<file path="config.mk">
export PLATFORM = sky130hd
export DESIGN_NAME = rf_write_port_arbiter_flat
export DESIGN_NICKNAME = d
export VERILOG_FILES = /design/src/rtl/rf_write_port_arbiter_if.sv /design/src/rtl/rf_write_port_arbiter.sv /design/src/flat_wrapper.sv
export SDC_FILE = /design/constraint.sdc
export NUM_CORES = 1
export LEC_CHECK = 0
export BUFFER_PORTS_ARGS = -buffer_cell sky130_fd_sc_hd__clkbuf_2
export CAP_MARGIN = 20
export CORE_UTILIZATION = 51
export CTS_BUF_LIST = sky130_fd_sc_hd__clkbuf_16
export DETAILED_ROUTE_END_ITERATION = 6
export PLACE_DENSITY = 0.84
export SLEW_MARGIN = 10
export SYNTH_ARGS = -nofsm -noshare
export SYNTH_HDL_FRONTEND = slang
export SYNTH_HIERARCHICAL = 1
export SYNTH_SLANG_ARGS = --single-unit
</file>
<file path="constraint.sdc">
create_clock -name clk -period 4.7 [get_ports clk]
set_input_delay 0 -clock clk [delete_from_list [all_inputs] [get_ports clk]]
set_output_delay 0 -clock clk [all_outputs]
set_load 0.01 [all_outputs]
</file>
<file path="src/rtl/rf_write_port_arbiter_if.sv">
// Signal bundle between the writeback lanes, ID read ports, pipeline controller
// and the shared register-file write port.
interface rf_write_port_arbiter_if #(
  parameter int DATA_W = 16,
  parameter int ADDR_W = 3,
  parameter int DEPTH  = 4
);
  localparam int CNT_W = $clog2(DEPTH) + 1;

  logic              wb0_valid;
  logic [ADDR_W-1:0] wb0_rd;
  logic [DATA_W-1:0] wb0_data;
  logic              wb1_valid;
  logic [ADDR_W-1:0] wb1_rd;
  logic [DATA_W-1:0] wb1_data;

  logic              rf_we;
  logic [ADDR_W-1:0] rf_waddr;
  logic [DATA_W-1:0] rf_wdata;

  logic [ADDR_W-1:0] rd_a_addr;
  logic              rd_a_hit;
  logic [DATA_W-1:0] rd_a_data;
  logic [ADDR_W-1:0] rd_b_addr;
  logic              rd_b_hit;
  logic [DATA_W-1:0] rd_b_data;

  logic              stall_req;
  logic [CNT_W-1:0]  count;
  logic              overflow;

  modport slave (
    input  wb0_valid, wb0_rd, wb0_data, wb1_valid, wb1_rd, wb1_data,
    input  rd_a_addr, rd_b_addr,
    output rf_we, rf_waddr, rf_wdata,
    output rd_a_hit, rd_a_data, rd_b_hit, rd_b_data,
    output stall_req, count, overflow
  );

  modport master (
    output wb0_valid, wb0_rd, wb0_data, wb1_valid, wb1_rd, wb1_data,
    output rd_a_addr, rd_b_addr,
    input  rf_we, rf_waddr, rf_wdata,
    input  rd_a_hit, rd_a_data, rd_b_hit, rd_b_data,
    input  stall_req, count, overflow
  );
endinterface

</file>
<file path="src/rtl/rf_write_port_arbiter.sv">
// Dual-lane writeback queue feeding the single RF write port, with youngest-match
// ID bypass from queued writes and a stall request when a pair cannot be absorbed.

// One read-port lookup: scans queue slots oldest to youngest so the youngest match wins.
module rf_wpa_bypass #(
  parameter int DATA_W = 16,
  parameter int ADDR_W = 3,
  parameter int DEPTH  = 4
) (
  input  logic [DEPTH-1:0]             vld_i,
  input  logic [DEPTH-1:0][ADDR_W-1:0] rd_i,
  input  logic [DEPTH-1:0][DATA_W-1:0] data_i,
  input  logic [$clog2(DEPTH)-1:0]     head_i,
  input  logic [ADDR_W-1:0]            addr_i,
  output logic                         hit_o,
  output logic [DATA_W-1:0]            data_o
);
  localparam int PW = $clog2(DEPTH);

  always_comb begin
    logic [PW-1:0] idx;
    hit_o  = 1'b0;
    data_o = '0;
    idx    = head_i;
    for (int i = 0; i < DEPTH; i++) begin
      idx = head_i + PW'(i);
      if (vld_i[idx] && (rd_i[idx] == addr_i)) begin
        hit_o  = 1'b1;
        data_o = data_i[idx];
      end
    end
  end
endmodule

module rf_write_port_arbiter #(
  parameter int DATA_W = 16,
  parameter int ADDR_W = 3,
  parameter int DEPTH  = 4
) (
  input logic                    clk,
  input logic                    reset_n,
  rf_write_port_arbiter_if.slave bus
);
  localparam int PW    = $clog2(DEPTH);
  localparam int CNT_W = PW + 1;

  typedef struct packed {
    logic [ADDR_W-1:0] rd;
    logic [DATA_W-1:0] data;
  } entry_t;

  entry_t            mem_q [DEPTH];
  logic [PW-1:0]     wr_ptr_q, wr_ptr_d;
  logic [PW-1:0]     rd_ptr_q, rd_ptr_d;
  logic [CNT_W-1:0]  count_q, count_d;
  logic              overflow_q, overflow_d;

  logic              deq;
  logic              acc0, acc1;
  logic [CNT_W-1:0]  free;
  logic [CNT_W-1:0]  need1;
  logic [PW-1:0]     slot1;
  entry_t            head;

  // Space includes the slot vacated by this edge's retirement.
  always_comb begin
    deq        = (count_q != '0);
    free       = CNT_W'(DEPTH) - count_q + CNT_W'(deq);
    acc0       = bus.wb0_valid && (free >= CNT_W'(1));
    need1      = acc0 ? CNT_W'(2) : CNT_W'(1);
    acc1       = bus.wb1_valid && (free >= need1);
    slot1      = wr_ptr_q + PW'(acc0);
    wr_ptr_d   = wr_ptr_q + PW'(acc0) + PW'(acc1);
    rd_ptr_d   = rd_ptr_q + PW'(deq);
    count_d    = count_q - CNT_W'(deq) + CNT_W'(acc0) + CNT_W'(acc1);
    overflow_d = overflow_q
               | (bus.wb0_valid && !acc0)
               | (bus.wb1_valid && !acc1);
  end

  always_ff @(posedge clk) begin
    if (!reset_n) begin
      wr_ptr_q   <= '0;
      rd_ptr_q   <= '0;
      count_q    <= '0;
      overflow_q <= 1'b0;
    end else begin
      wr_ptr_q   <= wr_ptr_d;
      rd_ptr_q   <= rd_ptr_d;
      count_q    <= count_d;
      overflow_q <= overflow_d;
    end
  end

  // Payload needs no reset: occupancy gates every use of it.
  always_ff @(posedge clk) begin
    if (reset_n && acc0) mem_q[wr_ptr_q] <= '{rd: bus.wb0_rd, data: bus.wb0_data};
    if (reset_n && acc1) mem_q[slot1]    <= '{rd: bus.wb1_rd, data: bus.wb1_data};
  end

  assign head         = mem_q[rd_ptr_q];
  assign bus.rf_we    = deq;
  assign bus.rf_waddr = deq ? head.rd   : '0;
  assign bus.rf_wdata = deq ? head.data : '0;

  assign bus.stall_req = (free < CNT_W'(2));
  assign bus.count     = count_q;
  assign bus.overflow  = overflow_q;

  logic [DEPTH-1:0]             slot_vld;
  logic [DEPTH-1:0][ADDR_W-1:0] slot_rd;
  logic [DEPTH-1:0][DATA_W-1:0] slot_data;

  for (genvar s = 0; s < DEPTH; s++) begin : g_slot
    logic [PW-1:0] age;
    assign age          = PW'(s) - rd_ptr_q;
    assign slot_vld[s]  = (CNT_W'(age) < count_q);
    assign slot_rd[s]   = mem_q[s].rd;
    assign slot_data[s] = mem_q[s].data;
  end

  logic [1:0][ADDR_W-1:0] rd_addr;
  logic [1:0]             rd_hit;
  logic [1:0][DATA_W-1:0] rd_data;

  assign rd_addr       = {bus.rd_b_addr, bus.rd_a_addr};
  assign bus.rd_a_hit  = rd_hit[0];
  assign bus.rd_b_hit  = rd_hit[1];
  assign bus.rd_a_data = rd_data[0];
  assign bus.rd_b_data = rd_data[1];

  for (genvar p = 0; p < 2; p++) begin : g_byp
    rf_wpa_bypass #(
      .DATA_W(DATA_W),
      .ADDR_W(ADDR_W),
      .DEPTH (DEPTH)
    ) u_byp (
      .vld_i (slot_vld),
      .rd_i  (slot_rd),
      .data_i(slot_data),
      .head_i(rd_ptr_q),
      .addr_i(rd_addr[p]),
      .hit_o (rd_hit[p]),
      .data_o(rd_data[p])
    );
  end
endmodule

</file>
<file path="src/flat_wrapper.sv">
// flat-port wrapper written by rule: the top's interface ports become plain ports
module rf_write_port_arbiter_flat 
#(
  parameter int DATA_W = 16,
  parameter int ADDR_W = 3,
  parameter int DEPTH  = 4
)
  (clk, reset_n, bus_wb0_valid, bus_wb0_rd, bus_wb0_data, bus_wb1_valid, bus_wb1_rd, bus_wb1_data, bus_rd_a_addr, bus_rd_b_addr, bus_rf_we, bus_rf_waddr, bus_rf_wdata, bus_rd_a_hit, bus_rd_a_data, bus_rd_b_hit, bus_rd_b_data, bus_stall_req, bus_count, bus_overflow);
  rf_write_port_arbiter_if #(.DATA_W(DATA_W), .ADDR_W(ADDR_W), .DEPTH(DEPTH)) bus_i ();
  input logic clk;
  input logic reset_n;
  input wire logic [$bits(bus_i.wb0_valid)-1:0] bus_wb0_valid;
  input wire logic [$bits(bus_i.wb0_rd)-1:0] bus_wb0_rd;
  input wire logic [$bits(bus_i.wb0_data)-1:0] bus_wb0_data;
  input wire logic [$bits(bus_i.wb1_valid)-1:0] bus_wb1_valid;
  input wire logic [$bits(bus_i.wb1_rd)-1:0] bus_wb1_rd;
  input wire logic [$bits(bus_i.wb1_data)-1:0] bus_wb1_data;
  input wire logic [$bits(bus_i.rd_a_addr)-1:0] bus_rd_a_addr;
  input wire logic [$bits(bus_i.rd_b_addr)-1:0] bus_rd_b_addr;
  output wire logic [$bits(bus_i.rf_we)-1:0] bus_rf_we;
  output wire logic [$bits(bus_i.rf_waddr)-1:0] bus_rf_waddr;
  output wire logic [$bits(bus_i.rf_wdata)-1:0] bus_rf_wdata;
  output wire logic [$bits(bus_i.rd_a_hit)-1:0] bus_rd_a_hit;
  output wire logic [$bits(bus_i.rd_a_data)-1:0] bus_rd_a_data;
  output wire logic [$bits(bus_i.rd_b_hit)-1:0] bus_rd_b_hit;
  output wire logic [$bits(bus_i.rd_b_data)-1:0] bus_rd_b_data;
  output wire logic [$bits(bus_i.stall_req)-1:0] bus_stall_req;
  output wire logic [$bits(bus_i.count)-1:0] bus_count;
  output wire logic [$bits(bus_i.overflow)-1:0] bus_overflow;
  assign bus_i.wb0_valid = bus_wb0_valid;
  assign bus_i.wb0_rd = bus_wb0_rd;
  assign bus_i.wb0_data = bus_wb0_data;
  assign bus_i.wb1_valid = bus_wb1_valid;
  assign bus_i.wb1_rd = bus_wb1_rd;
  assign bus_i.wb1_data = bus_wb1_data;
  assign bus_i.rd_a_addr = bus_rd_a_addr;
  assign bus_i.rd_b_addr = bus_rd_b_addr;
  assign bus_rf_we = bus_i.rf_we;
  assign bus_rf_waddr = bus_i.rf_waddr;
  assign bus_rf_wdata = bus_i.rf_wdata;
  assign bus_rd_a_hit = bus_i.rd_a_hit;
  assign bus_rd_a_data = bus_i.rd_a_data;
  assign bus_rd_b_hit = bus_i.rd_b_hit;
  assign bus_rd_b_data = bus_i.rd_b_data;
  assign bus_stall_req = bus_i.stall_req;
  assign bus_count = bus_i.count;
  assign bus_overflow = bus_i.overflow;
  rf_write_port_arbiter #(.DATA_W(DATA_W), .ADDR_W(ADDR_W), .DEPTH(DEPTH)) u_core (.clk(clk), .reset_n(reset_n), .bus(bus_i));
endmodule
</file>
==> results.txt <==
WHS: 0.0452 ns
Pleak: 3.54 nW
Detailed route wirelength on metal3: 3.02 mm
WS Path Type: register to primary output
Period minus WS final: 3.97 ns
Clock Path Buffers: 2
Worst Max-Slew Pin Slew: 1.15 ns
Post-synthesis average cell area: 8.74 um2
Clock Skew: 0.00580 ns
Final WS setup: 0.726 ns
Run status: complete, no violations
CP max FO: 84
Sw Ratio: 51.7%
Layout area overhead: 7.31%
Final core utilization: 55.9%
Detailed Place HPWL: 19.9 mm
Register area share after synthesis: 24.0%
First-pass GRT wire length: 45.5 mm
Initial antenna violation count: 0
RD Place Congestion: 0.930
Dominant synthesized flop cell: edfxtp_1
Slew HR: 23.3%
Number of flops mapped to enable cells by yosys: 76
Fin crit share: 84.5%
Final nets: 1,236
Post-DRT Antenna Nets: 0
Worst hold endpoint: u_core/bus.overflow$_SDFF_PN0_
Total grt overflow: 0
Synth top area share: 22.4%
Post-route cell area: 0.0109 mm2
Total GRT Usage: 28.2%
Final-report max-slew violation count: 0
Sequential power share: 17.6%
Area contributors post-synth: edfxtp_1, mux2i_1, a211oi_1
Cell internal pwr: 3.90 mW
Combinational power share: 74.2%
Resize count post-CTS: 0
Setup WS pre-CTS: 0.819 ns
Tot Pwr: 8.08 mW
Cells after Synth: 1,163
Worst EP arrival: 3.97 ns
WL met2: 12.9 mm
Drc violations: 0
Layout cells sized above 1: 24.5%
Critical Path, Cell by Cell: buf_4, mux2i_1, xor2_1, and4_1, a21o_2, a211oi_1, a221oi_1, clkbuf_2
Vias/cell: 6.71
Top Layer Used: met4
CTS sink count: 84
Io pins: 107
Switch Pwr: 4.18 mW
Post-Syn Area: 0.0102 mm2
RSZ-0062 raised after global routing: no
Ys async rst share: 0%
Initial Util: 52.1%
Postcts setup bufs: 0
Max rail drop VDD: 0.510 mV
Commonest cells post-synth: o21ai_0, nand2_1, a211oi_1, mux2i_1, nand3_1
Filler Cell Count: 1,721
Worst reg2reg path depth: 12
Sum of negative setup slack: 0 ns
Placed cells: 1,428
Non-Filler Instances: 1,444
Post-Route M1 WL: 12.4 mm
Initial DRC count: 1,394
Post-synth cell types: 55
Root buffer cell: clkbuf_16
CORE AREA: 0.0195 mm2
DR vias: 9,685
Slack of the worst reg-to-reg path: 0.75 ns
# diodes: 0
Clock share of power: 8.2%
Die height: 143 um
Crit-path max cell delay: 0.83 ns
Vias in the first global route: 8,574
Area leader, netlist: edfxtp_1
Die area: 0.0205 mm2
CP max-delay cell: buf_4
Startpoint types: register
Number of CTS-inserted buffers: 9
Peak Freq: 252 MHz
Number of max-cap violations: 0
Kind of end point of the critical path: primary output
Cells on Worst Hold Path: 2
Count leader, synth: o21ai_0
Clk Latency, worst-skew pair: 0.33 ns
IO buf count: 106
Final hold vios: 0
H-tree Lvls: 3
Largest net degree at the start of global routing: 289
# rows: 51
CTS Hold Bufs: 0
Placed cell area: 0.0106 mm2
Drt total wl: 29.0 mm
Clock transition at the registers of the reported paths: 0.06 ns
CTS tree: done
WP data required: 4.70 ns
Hold path startpoint: reset_n
Routed len/inst: 20.1 um
Die extent in x: 143 um
Post-Synthesis Net Count: 1,225
First-pass DRT Iterations: 7
Number of synthesized register bits: 84
Endpoints failing setup: 0
Reg-to-Reg Start: u_core/bus.count[2]$_SDFF_PN0_
Hold WC Path Type: primary input to register
R2R Path End: u_core/mem_q[3][12]$_DFFE_PP_
Pwr dens: 740 mW/mm2
Yosys warnings: 6
## worst max-delay path, delay by kind of cell, from the launching register on
kind | cells | cell delay [ns]
AOI/OAI and AO/OA | 3 | 0.97
xor gates and xnor gates | 1 | 0.19
buffers and inverters | 2 | 1.04
DFF | 1 | 0.37
muxes | 1 | 0.30
and+or+nand+nor | 1 | 0.74
## layout by cell type (no fill, tap or decap), types with 12 or more instances in the layout
master,count
o211ai_2,18
xnor2_1,24
a221oi_1,12
clkbuf_2,106
nor2_1,67
a211oi_1,96
nor2b_1,26
edfxtp_1,76
ha_1,12
a221oi_2,20
mux2_2,64
buf_4,25
o21ai_0,137
inv_1,22
nand2_1,107
mux4_2,19
o211ai_1,59
mux2i_1,86
o2111ai_1,19
nand3_1,77
## power by group through the flow
stage | registers (mW) | logic (mW) | clock network [mW]
after global placement | 1.40 | 5.73 | 0
after global routing | 1.44 | 6.51 | 0.700
after floorplan | 1.30 | 4.61 | 0
after CTS | 1.40 | 5.90 | 0.673
after detailed placement | 1.42 | 5.87 | 0
final | 1.42 | 5.99 | 0.665
## kinds of logic after synthesis
family          count (synthesis)  synth area share, %
compound gates                393                 28.8
xor+xnor                       37                 3.34
fa+ha+maj                      14                 1.87
buf+inv                       152                 7.47
flops                          84                 24.0
mux                           171                 20.1
simple gates                  312                 14.4
## state kept, by name, indices dropped and copies added, names as in the netlist
signal and flops:
u_core/bus.overflow 1, u_core/bus.count 3, u_core/rd_ptr_q 2, u_core/mem_q 76
u_core/wr_ptr_q 2
## cell type report
class                      count  area [um2]  area share, %
clock buffer                   9         225           2.06
clock inverter                 7        60.1          0.551
inverter                      20        75.1          0.688
multi-input combinational    927        7030           64.4
sequential                    84        2450           22.5
tap                          265         332           3.04
timing repair buffer         132         738           6.77
## metal layers
layer	vias up	global-route usage, %
li1	4520	-
met1	4459	40.9
met2	633	43.2
met3	73	3.35
met4	0	9.68
met5	-	0
## worst max path at each step
stage / slack, ns / end / startpoint
2_1_floorplan: 0.16 / u_core/mem_q[0][0]$_DFFE_PP_ / u_core/bus.count[2]$_SDFF_PN0_
3_5_place_dp: 0.82 / u_core/wr_ptr_q[1]$_SDFF_PN0_ / u_core/bus.count[2]$_SDFF_PN0_
3_3_place_gp: 0.97 / u_core/wr_ptr_q[1]$_SDFF_PN0_ / u_core/bus.count[2]$_SDFF_PN0_
5_1_grt: 0.42 / bus_rd_a_data[1] / u_core/rd_ptr_q[1]$_SDFF_PN0_
4_1_cts: 0.69 / bus_rd_a_data[1] / u_core/rd_ptr_q[1]$_SDFF_PN0_
6_report: 0.73 / bus_rd_b_data[1] / u_core/rd_ptr_q[1]$_SDFF_PN0_
No activity file was read; power rests on OpenSTA's default activity.
